### src/rtl/ser2par_align_if.sv
// Receive-side serial input and aligned-symbol output bundle.
// master drives data_in/RXPOL; slave (the aligner) drives the rest.
interface ser2par_align_if;
  logic       data_in;
  logic       RXPOL;
  logic [9:0] data_out;
  logic       data_valid;
  logic       is_comma;
  logic       locked;
  logic       realign;

  modport master (
    output data_in,
    output RXPOL,
    input  data_out,
    input  data_valid,
    input  is_comma,
    input  locked,
    input  realign
  );

  modport slave (
    input  data_in,
    input  RXPOL,
    output data_out,
    output data_valid,
    output is_comma,
    output locked,
    output realign
  );
endinterface

### src/rtl/ser2par_align.sv
// Comma-aligned 1:10 deserializer for the 8b/10b receive path.
// Ports: CRC_CKL bit clock, RESET async high, rx bus (serial in, symbols out).
module ser2par_align #(
  parameter logic [9:0] COMMA_P  = 10'h17C,
  parameter logic [9:0] COMMA_N  = 10'h283,
  parameter int         LOCK_CNT = 3,
  parameter int         LOSS_CNT = 4
) (
  input  logic           CRC_CKL,
  input  logic           RESET,
  ser2par_align_if.slave rx
);

  localparam logic [2:0] LOCK_N = 3'(LOCK_CNT);
  localparam logic [2:0] LOSS_N = 3'(LOSS_CNT);

  typedef enum logic [1:0] {
    HUNT,
    VERIFY,
    LOCKED
  } state_t;

  state_t     state_q, state_d;
  logic [9:0] sr_q, sr_d;
  logic [3:0] ph_q, ph_d;
  logic [2:0] good_q, good_d;
  logic [2:0] bad_q, bad_d;
  logic [9:0] dout_q, dout_d;
  logic       valid_q, valid_d;
  logic       comma_q, comma_d;
  logic       lock_q, lock_d;
  logic       realign_q, realign_d;

  logic       d;
  logic       hit;
  logic       ph_zero;
  logic [3:0] ph_inc;
  logic [2:0] good_inc;
  logic [2:0] bad_inc;

  assign d        = rx.data_in ^ rx.RXPOL;
  assign hit      = (sr_q == COMMA_P) ||
                    (sr_q == COMMA_N);
  assign ph_zero  = (ph_q == 4'd0);
  assign ph_inc   = (ph_q == 4'd9) ? 4'd0
                                   : ph_q + 4'd1;
  assign good_inc = good_q + 3'd1;
  assign bad_inc  = bad_q + 3'd1;

  always_comb begin
    state_d   = state_q;
    sr_d      = {d, sr_q[9:1]};
    ph_d      = ph_inc;
    good_d    = good_q;
    bad_d     = bad_q;
    dout_d    = dout_q;
    valid_d   = 1'b0;
    comma_d   = 1'b0;
    lock_d    = lock_q;
    realign_d = 1'b0;

    unique case (state_q)
      HUNT: begin
        ph_d  = 4'd0;
        bad_d = 3'd0;
        if (hit) begin
          // sr holds a whole symbol now, so
          // the next one completes 10 edges on.
          ph_d      = 4'd1;
          good_d    = 3'd1;
          realign_d = 1'b1;
          if (good_inc == 3'd1 &&
              LOCK_N == 3'd1) begin
            state_d = LOCKED;
            lock_d  = 1'b1;
            dout_d  = sr_q;
            valid_d = 1'b1;
            comma_d = 1'b1;
          end else begin
            state_d = VERIFY;
          end
        end
      end

      VERIFY: begin
        if (hit && ph_zero) begin
          good_d = good_inc;
          if (good_inc == LOCK_N) begin
            // The locking comma is also the
            // first symbol handed downstream.
            state_d = LOCKED;
            lock_d  = 1'b1;
            dout_d  = sr_q;
            valid_d = 1'b1;
            comma_d = 1'b1;
          end
        end else if (hit) begin
          ph_d      = 4'd1;
          good_d    = 3'd1;
          realign_d = 1'b1;
        end
      end

      LOCKED: begin
        if (ph_zero) begin
          dout_d  = sr_q;
          valid_d = 1'b1;
          comma_d = hit;
          if (hit) begin
            bad_d = 3'd0;
          end
        end else if (hit) begin
          // Off-phase comma, including one that
          // straddles two data symbols.
          bad_d = bad_inc;
          if (bad_inc == LOSS_N) begin
            state_d = HUNT;
            lock_d  = 1'b0;
            good_d  = 3'd0;
            bad_d   = 3'd0;
          end
        end
      end

      default: begin
        state_d = HUNT;
        lock_d  = 1'b0;
        good_d  = 3'd0;
        bad_d   = 3'd0;
      end
    endcase
  end

  always_ff @(posedge CRC_CKL or posedge RESET) begin
    if (RESET) begin
      state_q   <= HUNT;
      sr_q      <= '0;
      ph_q      <= '0;
      good_q    <= '0;
      bad_q     <= '0;
      dout_q    <= '0;
      valid_q   <= 1'b0;
      comma_q   <= 1'b0;
      lock_q    <= 1'b0;
      realign_q <= 1'b0;
    end else begin
      state_q   <= state_d;
      sr_q      <= sr_d;
      ph_q      <= ph_d;
      good_q    <= good_d;
      bad_q     <= bad_d;
      dout_q    <= dout_d;
      valid_q   <= valid_d;
      comma_q   <= comma_d;
      lock_q    <= lock_d;
      realign_q <= realign_d;
    end
  end

  assign rx.data_out   = dout_q;
  assign rx.data_valid = valid_q;
  assign rx.is_comma   = comma_q;
  assign rx.locked     = lock_q;
  assign rx.realign    = realign_q;

endmodule

### src/flat_wrapper.sv
// flat-port wrapper written by rule: the top's interface ports become plain ports
module ser2par_align_flat 
#(
  parameter logic [9:0] COMMA_P  = 10'h17C,
  parameter logic [9:0] COMMA_N  = 10'h283,
  parameter int         LOCK_CNT = 3,
  parameter int         LOSS_CNT = 4
)
  (CRC_CKL, RESET, rx_data_in, rx_RXPOL, rx_data_out, rx_data_valid, rx_is_comma, rx_locked, rx_realign);
  ser2par_align_if rx_i ();
  input  logic CRC_CKL;
  input  logic RESET;
  input wire logic [$bits(rx_i.data_in)-1:0] rx_data_in;
  input wire logic [$bits(rx_i.RXPOL)-1:0] rx_RXPOL;
  output wire logic [$bits(rx_i.data_out)-1:0] rx_data_out;
  output wire logic [$bits(rx_i.data_valid)-1:0] rx_data_valid;
  output wire logic [$bits(rx_i.is_comma)-1:0] rx_is_comma;
  output wire logic [$bits(rx_i.locked)-1:0] rx_locked;
  output wire logic [$bits(rx_i.realign)-1:0] rx_realign;
  assign rx_i.data_in = rx_data_in;
  assign rx_i.RXPOL = rx_RXPOL;
  assign rx_data_out = rx_i.data_out;
  assign rx_data_valid = rx_i.data_valid;
  assign rx_is_comma = rx_i.is_comma;
  assign rx_locked = rx_i.locked;
  assign rx_realign = rx_i.realign;
  ser2par_align #(.COMMA_P(COMMA_P), .COMMA_N(COMMA_N), .LOCK_CNT(LOCK_CNT), .LOSS_CNT(LOSS_CNT)) u_core (.CRC_CKL(CRC_CKL), .RESET(RESET), .rx(rx_i));
endmodule
### config.mk
export PLATFORM = sky130hd
export DESIGN_NAME = ser2par_align_flat
export DESIGN_NICKNAME = d
export VERILOG_FILES = /design/src/rtl/ser2par_align_if.sv /design/src/rtl/ser2par_align.sv /design/src/flat_wrapper.sv
export SDC_FILE = /design/constraint.sdc
export NUM_CORES = 1
export LEC_CHECK = 0
export ABC_AREA = 0
export ABC_CLOCK_PERIOD_IN_PS = 4460
export BUFFER_PORTS_ARGS = -buffer_cell sky130_fd_sc_hd__buf_2
export CORE_MARGIN = 10
export CORE_UTILIZATION = 57
export CTS_CLUSTER_DIAMETER = 60
export DETAILED_ROUTE_END_ITERATION = 10
export PLACE_DENSITY = 0.77
export SKIP_CTS_REPAIR_TIMING = 1
export SYNTH_ARGS = -nofsm -noshare
export SYNTH_HDL_FRONTEND = slang
export SYNTH_SLANG_ARGS = --single-unit
### constraint.sdc
create_clock -name CRC_CKL -period 4.46 [get_ports CRC_CKL]
set_input_delay 0.446 -clock CRC_CKL [delete_from_list [all_inputs] [get_ports CRC_CKL]]
set_output_delay 0.446 -clock CRC_CKL [all_outputs]
set_load 0.01 [all_outputs]
==> flow_summary.ini <==
[status]
status = completed

[global_routing]
grt_pass1_vias = 1256
grt_max_degree = 37
groute.usage.overall_pct = 12.78
grt-ovfl-total = 0
antenna_found_initial = 0
grt_pass1_wl_um = 5720

[sta]
hold_viol_final = 0
finalCriticalPeriod_ns = 2.351
timing.fmax_ghz = 0.4253
slew_headroom_pct = 40.49
setup_viol = 0
fin_skew_ns = 0.01328
fin_crit_sh_pct = 52.72
rsz0062_at_grt = no
hold_slack_ns = 0.1825
worst_slew_pin_slew_ns = 0.8893
tns_ns = 0
slew_viol_final = 0
setup_ws_ns = 2.109

[yosys]
synth_enable_flop_cells = 0
synth.area.mux_share_pct = 8.493
yosysWarnings = 0
synthArstFlopShare_pct = 100.0
synth_seq_area_share_pct = 50.96
synth_top_family_by_area = simple AND/OR/NAND/NOR gates
yosys.area_share.xor_xnor_pct = 2.477
syn-num-nets = 167
synth_common_cells = dfrtp_1, ha_1, mux2_4, nor2_1, inv_1
synth_compound_area_share_pct = 12.74
synth_top_cell_by_area = dfrtp_1
netlist_area_um2 = 1768
synth-simple-area-share_pct = 13.52
synthAdderAreaFrac_pct = 7.077
syn_avg_cell_area_um2 = 11.56
netlist_top_cells_area = dfrtp_1, mux2_4, ha_1, nor2_1, inv_1
ys_types = 41
synth_seq_cells = 36
synth_top_flop_cell = dfrtp_1
synth.top_cell.area_share_pct = 50.96
synth.most_common_cell = dfrtp_1
synth_cells = 153

[clock_tree]
cts_tree = done
clk_pin_slew_ns = 0.12
clkLatencyLatePin_ns = 0.34
clock-sinks = 36
htreeDepth = 2
cts_made_buffers = 5
clock_tree.buffer_depth = 2
ctsRootBufferMaster = clkbuf_4

[floorplan]
die_y_um = 75.69
start_util_pct = 58.88
fp.dieArea_um2 = 5729
ioPinCount = 18
core_area_um2 = 3003
rows = 20
dieWidth_um = 75.69

[route]
firstDrtPassIters = 4
wl_per_cell_um = 16.40
vias = 1218
drc = 0
drt_wl_total_um = 3345
vias_per_cell = 5.971
drt_iter0_drc = 84
postRouteAntennaNets = 0

[finish]
layout.nets = 184
final_area_um2 = 1912
layout-drive-gt1-share_pct = 23.39
regArea_um2 = 900.9
final_util_pct = 63.67
nFillCells = 254
areaGrowthSynthToFinish_pct = 8.138
fin_cells = 204
diodes = 0
multiInputGateArea_um2 = 783.3

[power_and_ir_drop]
p_total_mw = 0.6177
powerDensity_nw_per_um2 = 323.1
ir_worst_vdd_uv = 190.4
p_leak_nw = 0.9269

[setup_path]
cp_data_required_time_ns = 4.69
crit_path_cell_trace = inv_1 > ha_1 > inv_2 > nand2_1 > a21o_1 > mux2_4
critPathSlowestCell = a21o_1
startpoint_type = register
cp_max_fo = 16
crit_path_end_kind = register
cp.arrival_ns = 2.58
worst-setup-path-type = register to register
cpPeakStageDelay_ns = 0.52
cp_top_family = compound AO/OA/AOI/OAI gates
path_buf_inv = 2

[job]
cap_violations = 0

[placement]
placed_cells = 196
placed_area_um2 = 1856
port_buffers = 17
place_ws_ns = 2.164
dp_hpwl_um = 2361
place_congestion = 0.8690

[worst_hold_path]
min_path_type = input pin to asynchronous set/reset pin
[cell type report]
cell class	instances	share of cell area [%]
Clock inverter	3	0.9817
Multi-Input combinational cell	99	40.97
Clock buffer	5	1.963
Tap cell	33	2.160
Sequential cell	36	47.12
Timing Repair Buffer	18	4.843
Inverter	10	1.963
[routing by layer]
| metal | GRT usage (%) | up-vias | share of wire, % | routed length (µm) |
|---|---|---|---|---|
| met5 | 0 | - | 0 | 0 |
| met4 | 5.155 | 0 | 1.4 | 46 |
| met3 | 3.906 | 7 | 6.1 | 203 |
| met2 | 21.53 | 33 | 49 | 1623 |
| met1 | 14.78 | 601 | 44 | 1472 |
| li1 | - | 577 | - | - |
[state kept, by name, indices dropped and copies added, names as in the netlist]
| signal | count |
|---|---|
| u_core.rx.data_out | 10 |
| u_core.sr_q | 10 |
| u_core.ph_q | 4 |
| u_core.bad_q | 3 |
| u_core.good_q | 3 |
| u_core.state_q | 2 |
| u_core.rx.data_valid | 1 |
| u_core.rx.is_comma | 1 |
| u_core.rx.locked | 1 |
| u_core.rx.realign | 1 |
[power breakdown]
| group | internal, mW | switching [mW] |
|---|---|---|
| clock | 0.0605 | 0.110 |
| sequential | 0.342 | 0.0180 |
| combinational | 0.0287 | 0.0588 |
[cell usage in the layout, fill, tap and decap left out, types with 3 or more instances in the layout]
master    synthesis  layout
a21o_1            3       3
a21oi_1           6       6
a31oi_1           3       3
buf_2             1      17
clkbuf_4          0       5
dfrtp_1          36      36
ha_1             10      10
inv_1             9       9
mux2_4           10      10
nand2_1           6       6
nand3_1           3       3
nor2_1           10      10
nor3_1            4       4
o21ai_0           4       4
o22ai_1           3       3
o31ai_1           3       3
or3_1             3       3
xnor2_1           3       3
[cells by family after synthesis]
logic type / after synthesis
AOI/OAI and AO/OA: 33
DFF: 36
and+or+nand+nor: 41
adders and majority gates: 10
xor gates and xnor gates: 5
muxes: 10
buffers and inverters: 18
[worst reg2reg max path: cells and delay by family (launching register included)]
kind                     cells  cell delay, ns
AND/OR/NAND/NOR              1            0.18
AO/OA/AOI/OAI                1            0.52
multiplexers                 1            0.35
adder cells (fa/ha/maj)      1            0.50
buffers and inverters        2            0.25
flip-flops                   1            0.42
[path summary, 6_finish.rpt]
path / cells past startpoint / to / slack (ns) / startpoint
worst min-delay path: 3 / u_core.bad_q[2] / 0.18 / RESET
worst min register to register: 0 / u_core.sr_q[7] / 0.44 / u_core.sr_q[8]
worst max-delay path: 6 / u_core.rx.data_out[8] / 2.11 / u_core.state_q[1]
max in group asynchronous: 3 / u_core.ph_q[1] / 3.96 / RESET
min in group CRC_CKL: 2 / u_core.sr_q[9] / 0.28 / rx_data_in
worst max register to register: 6 / u_core.rx.data_out[8] / 2.11 / u_core.state_q[1]
Note: power is estimated with default switching activity, not from simulation.
